**src/rtl/multi_button_debouncer_pkg.sv**
```systemverilog
// Shared defaults and types for the multi-channel button debouncer.
// Default divider turns a 12 MHz clock into a 1 kHz sample tick.
package multi_button_debouncer_pkg;

  localparam int unsigned DEFAULT_CLK_HZ       = 12_000_000;
  localparam int unsigned DEFAULT_TICK_HZ      = 1_000;
  localparam int unsigned DEFAULT_DIV          = DEFAULT_CLK_HZ / DEFAULT_TICK_HZ;
  localparam int unsigned DEFAULT_STABLE_TICKS = 20;
  localparam int unsigned DEFAULT_LONG_TICKS   = 1000;

  // Per-channel event strobes, one clk wide each
  typedef struct packed {
    logic press;
    logic rel;
    logic hold;
  } ch_evt_t;

  // Bits needed to hold 0..max_v, never less than one
  function automatic int unsigned cnt_w(input int unsigned max_v);
    return (max_v == 0) ? 1 : 32'($clog2(max_v + 1));
  endfunction

endpackage

```
**src/rtl/multi_button_debouncer_channel.sv**
```systemverilog
// One button channel: 2-flop synchroniser, stability counter, level and edge pulses.
// Hold counter and long-press strobe exist only with MULTI_BUTTON_DEBOUNCER_LONG_PRESS_EN.
module debounce_channel
  import multi_button_debouncer_pkg::*;
#(
  parameter int unsigned STABLE_TICKS = DEFAULT_STABLE_TICKS
`ifdef MULTI_BUTTON_DEBOUNCER_LONG_PRESS_EN
  , parameter int unsigned LONG_TICKS = DEFAULT_LONG_TICKS
`endif
) (
  input  logic    clk,
  input  logic    rst,
  input  logic    i_tick,
  input  logic    i_b,
  output logic    o_level,
  output ch_evt_t o_evt
);

  localparam int unsigned SW = cnt_w(STABLE_TICKS - 1);

  logic          r_s1;
  logic          r_s2;
  logic          r_level;
  logic [SW-1:0] r_stab;
  logic          r_press;
  logic          r_rel;
  logic          w_long;
  logic          w_mismatch;
  logic          w_accept;

  assign w_mismatch = r_s2 ^ r_level;
  assign w_accept   = i_tick & w_mismatch & (r_stab == SW'(STABLE_TICKS - 1));

  always_ff @(posedge clk or posedge rst) begin
    if (rst) begin
      r_s1 <= 1'b0;
      r_s2 <= 1'b0;
    end else begin
      r_s1 <= i_b;
      r_s2 <= r_s1;
    end
  end

  // Counts consecutive mismatching ticks; clears on a match or on acceptance
  always_ff @(posedge clk or posedge rst) begin
    if (rst) begin
      r_stab <= '0;
    end else if (i_tick) begin
      if (!w_mismatch || w_accept) begin
        r_stab <= '0;
      end else begin
        r_stab <= r_stab + SW'(1);
      end
    end
  end

  always_ff @(posedge clk or posedge rst) begin
    if (rst) begin
      r_level <= 1'b0;
      r_press <= 1'b0;
      r_rel   <= 1'b0;
    end else begin
      r_level <= r_level ^ w_accept;
      r_press <= w_accept & ~r_level;
      r_rel   <= w_accept & r_level;
    end
  end

`ifdef MULTI_BUTTON_DEBOUNCER_LONG_PRESS_EN
  localparam int unsigned HW = cnt_w(LONG_TICKS);

  logic [HW-1:0] r_hold;
  logic          r_long;
  logic          w_hold_done;

  assign w_hold_done = i_tick & r_level & (r_hold == HW'(LONG_TICKS - 1));

  // Saturating hold counter so the long strobe fires once per press
  always_ff @(posedge clk or posedge rst) begin
    if (rst) begin
      r_hold <= '0;
      r_long <= 1'b0;
    end else begin
      r_long <= w_hold_done;
      if (!r_level) begin
        r_hold <= '0;
      end else if (i_tick && (r_hold != HW'(LONG_TICKS))) begin
        r_hold <= r_hold + HW'(1);
      end
    end
  end

  assign w_long = r_long;
`else
  assign w_long = 1'b0;
`endif

  assign o_level = r_level;
  assign o_evt   = '{press: r_press, rel: r_rel, hold: w_long};

endmodule

```
**src/rtl/multi_button_debouncer.sv**
```systemverilog
// N_CH independent button debouncers sharing one sample-tick prescaler.
// Long-press detection is enabled by defining MULTI_BUTTON_DEBOUNCER_LONG_PRESS_EN.
module multi_button_debouncer
  import multi_button_debouncer_pkg::*;
#(
  parameter int unsigned N_CH         = 4,
  parameter int unsigned DIV          = DEFAULT_DIV,
  parameter int unsigned STABLE_TICKS = DEFAULT_STABLE_TICKS,
  parameter int unsigned LONG_TICKS   = DEFAULT_LONG_TICKS
) (
  input  logic            clk,
  input  logic            rst,
  input  logic [N_CH-1:0] b_in,
  output logic [N_CH-1:0] level,
  output logic [N_CH-1:0] press_pulse,
  output logic [N_CH-1:0] release_pulse,
  output logic [N_CH-1:0] long_pulse,
  output logic            tick
);

  localparam int unsigned PW = cnt_w(DIV - 1);

  if ((N_CH < 1) || (N_CH > 32) || (DIV < 1) || (STABLE_TICKS < 1) || (LONG_TICKS < 1)) begin : g_bad_cfg
    $error("multi_button_debouncer: parameter out of range");
  end

  logic [PW-1:0] r_cnt;
  logic [PW-1:0] w_cnt_nxt;
  logic          r_tick;

  assign w_cnt_nxt = (r_cnt == PW'(DIV - 1)) ? '0 : r_cnt + PW'(1);

  // Tick is registered from the next count so it stays low throughout reset
  always_ff @(posedge clk or posedge rst) begin
    if (rst) begin
      r_cnt  <= '0;
      r_tick <= 1'b0;
    end else begin
      r_cnt  <= w_cnt_nxt;
      r_tick <= (w_cnt_nxt == PW'(DIV - 1));
    end
  end

  assign tick = r_tick;

  for (genvar g = 0; g < int'(N_CH); g++) begin : g_ch
    ch_evt_t w_evt;
    logic    w_level;

    debounce_channel #(
      .STABLE_TICKS(STABLE_TICKS)
`ifdef MULTI_BUTTON_DEBOUNCER_LONG_PRESS_EN
      , .LONG_TICKS(LONG_TICKS)
`endif
    ) u_ch (
      .clk     (clk),
      .rst     (rst),
      .i_tick  (r_tick),
      .i_b     (b_in[g]),
      .o_level (w_level),
      .o_evt   (w_evt)
    );

    assign level[g]         = w_level;
    assign press_pulse[g]   = w_evt.press;
    assign release_pulse[g] = w_evt.rel;
    assign long_pulse[g]    = w_evt.hold;
  end

endmodule
```
**config.mk**
```make
export PLATFORM = sky130hd
export DESIGN_NAME = multi_button_debouncer
export DESIGN_NICKNAME = d
export VERILOG_FILES = /design/src/rtl/multi_button_debouncer_pkg.sv /design/src/rtl/multi_button_debouncer_channel.sv /design/src/rtl/multi_button_debouncer.sv
export SDC_FILE = /design/constraint.sdc
export NUM_CORES = 1
export LEC_CHECK = 0
export ABC_AREA = 1
export ABC_CLOCK_PERIOD_IN_PS = 2200
export BUFFER_PORTS_ARGS = -buffer_cell sky130_fd_sc_hd__buf_4
export CORE_UTILIZATION = 50
export CTS_CLUSTER_DIAMETER = 120
export DETAILED_ROUTE_END_ITERATION = 7
export PLACE_DENSITY = 0.69
export SLEW_MARGIN = 25
export SYNTH_ARGS = -nofsm -noshare
export SYNTH_HDL_FRONTEND = slang
export SYNTH_SLANG_ARGS = --single-unit
```
**constraint.sdc**
```tcl
create_clock -name clk -period 2.2 [get_ports clk]
set_clock_uncertainty 0.1 [all_clocks]
set_input_delay 0.11 -clock clk [delete_from_list [all_inputs] [get_ports clk]]
set_output_delay 0.11 -clock clk [all_outputs]
set_load 0.005 [all_outputs]
```
==> results.yml <==
yosys:
  synth_sequential_area_ratio_pct: 50.1
  synth_cells: 309
  synthSimpleGateAreaFrac_pct: 25.3
  post_synth_mux_area_share_pct: 0
  synth_top_family_by_area: "simple AND/OR/NAND/NOR gates"
  synth_area_in_compound_gates_pct: 2.60
  syn_avg_cell_area_sq_um: 8.89
  ys_seq_elements: 55
  yosysUniqueCellTypes: 30
  synth.yosys.warnings: 0
  synth_xor_area_share_pct: 4.46
  synthAdderAreaFrac_pct: 6.38
  mappedNetlistArea_sq_um: 2750
global_route:
  number_of_global_route_vias_before_repair: 1815
  antenna_found_initial: 0
  globalRouteOverflowTotal: 0
  grt_first_pass_wirelength_microns: 7530
  gr_usage_total_pct: 16.1
  pin_count_of_the_biggest_net_entering_global_routing: 34
sta:
  rsz_0062_raised_after_global_routing: "false"
  fin_tns_setup_ns: 0
  maxClockFrequency_mhz: 573
  timing.final.crit_share_pct: 79.4
  max_slew.worst_pin.slew_ns: 0.545
  post-route-min-period_ns: 1.75
  final-hold-violation-count: 0
  relSlewSlack_pct: 63.7
  report.final.setup_viol: 0
  drv_slew: 0
floorplanning:
  ioPinCount: 23
  initial_utilization_pct: 52.8
  die_height_microns: 76.1
  dieArea_sq_um: 5790
  fp-row-count: 26
  core_region_sq_um: 5200
  floorplan.die.width_microns: 76.1
layout:
  layout.cells.most_common: "dfrtp_1"
  finish.utilization_pct: 58.7
  layout.nets: 347
  num_antenna_cells: 0
  layout-drive-gt1-share_pct: 17.1
  most_frequent_cells_in_the_layout: "dfrtp_1 (55), nand2_1 (45), nor2_1 (43)"
  finalNonFillerCells: 398
  area_growth_pct: 11.3
routing:
  drt-pass1-iter-count: 4
  finalWirelength_microns: 4130
  antenna_violating_nets_post_route: 0
  routed-via-count: 1896
  post-route-drc-count: 0
  detail_route.wl_per_cell_microns: 10.4
  via_per_inst: 4.76
  dr.first_iter.drc_count: 45
setup_path:
  worst_setup_path_start_kind: "register"
  endpoint_kind: "register"
  worst-endpoint-arrival_ns: 1.88
  critical_path_required_ns: 2.33
  timing_worst_setup_path_type: "reg2reg"
  reg2reg_setup_slack_ns: 0.45
  top_fanout_value_on_the_critical_path: 4
placed_design:
  place.detailed.instances: 385
  place.port_buffers: 18
  dp.final_hpwl_microns: 3060
  gp_congestion: 0.888
power_and_ir_drop:
  power.total_w: 0.00174
  leakage_power_figure_nw: 1.57
  ir_worst_vdd_uv: 293
  power_density_of_the_placed_cells_nw_per_um2: 571
clocking:
  post-cts-setup-buffers: 0
  clkTransAtPathRegs_ns: 0.09
  cts_inserted_buffers: 5
  clock_tree.htree_level_count: 2
  tritoncts_num_sinks: 55
  insertion_delay_ns: 0.30
  max-clock-path-buffers: 2
  clock_tree.root_cell: "clkbuf_8"
  tritoncts: "yes"
flow_run:
  max-cap-violations: 0
min_path:
  min-delay-path-class: "reg2reg"
status:
  status: "completed"
==> routing by layer <==
metal | global-route usage (%) | vias up | routed length [microns] | share of wire, %
met4 | 6.15 | 0 | 41 | 0.99
li1 | - | 986 | - | -
met2 | 28.9 | 22 | 2050 | 50
met3 | 3.59 | 4 | 122 | 3.0
met5 | 0 | - | 0 | 0
met1 | 18.7 | 884 | 1920 | 46
==> final cells by class <==
cell class                 instances  area (sq um)
clock buffer                       6          82.6
sequential                        55          1380
tap                               70          87.6
multi-input combinational        193          1080
timing repair buffer              27           228
inverter                          45           169
fill                             468          2150
clock inverter                     2          35.0
==> power breakdown <==
| group | leakage (nW) | total, W | switching, W | internal, W |
|---|---|---|---|---|
| logic | 0.772 | 0.0000478 | 0.0000283 | 0.0000195 |
| registers | 0.736 | 0.00102 | 0.00000225 | 0.00102 |
| clock network | 0.0612 | 0.000677 | 0.000308 | 0.000368 |
| total | 1.57 | 0.00174 | 0.000339 | 0.00141 |
==> kinds of logic after synthesis <==
logic type      count (synthesis)
xor+xnor                       14
fa+ha+maj                      14
compound gates                 13
other cells                     1
flops                          55
buf+inv                        64
simple gates                  148
==> worst max-delay path: stages (launching register included) <==
cell and delay, ns:
dfrtp_1 0.43, ha_1 0.25, nand2_2 0.13, nor2_1 0.08, nand2_1 0.10, inv_1 0.05
nand2_1 0.11, nand3_1 0.12, nor2_2 0.14, nand2_1 0.08, nor2_1 0.11
==> final timing paths <==
check,depth (start not counted),endpoint,start
worst max-delay path,10,tick$_DFF_PP0_,r_cnt[0]$_DFF_PP0_
worst min-delay path,0,g_ch[0].u_ch.r_s2$_DFF_PP0_,g_ch[0].u_ch.r_s1$_DFF_PP0_
max in group asynchronous,4,g_ch[2].u_ch.r_stab[2]$_DFFE_PP0P_,rst
min in group asynchronous,3,r_cnt[3]$_DFF_PP0_,rst
worst max register to register,10,tick$_DFF_PP0_,r_cnt[0]$_DFF_PP0_
worst min register to register,0,g_ch[0].u_ch.r_s2$_DFF_PP0_,g_ch[0].u_ch.r_s1$_DFF_PP0_
==> through the flow <==
stage	cell area, sq um	hold WS [ns]	setup WS [ns]
2_1_floorplan	2760	0.0414	0.647
3_3_place_gp	2890	0.0797	0.489
3_5_place_dp	2890	0.0817	0.465
4_1_cts	3060	0.258	0.444
5_1_grt	3060	0.261	0.295
6_report	3060	0.254	0.454
==> cells in the mapped netlist <==
library cell / count / area (sq um)
nand4_1: 11 / 68.8
nand2_1: 45 / 169
nor2_4: 2 / 22.5
buf_1: 1 / 3.75
nand3_2: 1 / 10.0
and3_1: 1 / 6.26
buf_4: 16 / 120
o21bai_1: 1 / 7.51
o21ai_1: 1 / 5.00
o21ai_2: 1 / 8.76
xnor2_1: 5 / 43.8
inv_2: 4 / 15.0
conb_1: 1 / 3.75
a21oi_1: 6 / 30.0
nor2_2: 6 / 37.5
xor2_1: 9 / 78.8
nor2_1: 43 / 161
ha_1: 14 / 175
nor3_1: 2 / 10.0
nand2_2: 6 / 37.5
nor3_2: 1 / 10.0
buf_2: 2 / 10.0
or2_2: 4 / 25.0
nand3_1: 23 / 115
o21ai_0: 4 / 20.0
nor4_1: 1 / 6.26
clkinv_1: 1 / 3.75
dfrtp_1: 55 / 1380
inv_1: 40 / 150
nor3b_1: 2 / 15.0
==> registers in the layout (all words and copies together), names as in the netlist <==
name,count
g_ch.u_ch.r_rel,4
r_cnt,14
g_ch.u_ch.r_s1,4
g_ch.u_ch.r_s2,4
g_ch.u_ch.o_level,4
tick,1
g_ch.u_ch.r_stab,20
g_ch.u_ch.r_press,4
==> what timing repair did <==
item,4_1_cts,5_1_grt
resized for setup,0,0
hold endpoints to repair,26,0
setup endpoints to repair,0,0
hold buffers,5,0
(Power assumes the default switching activity.)
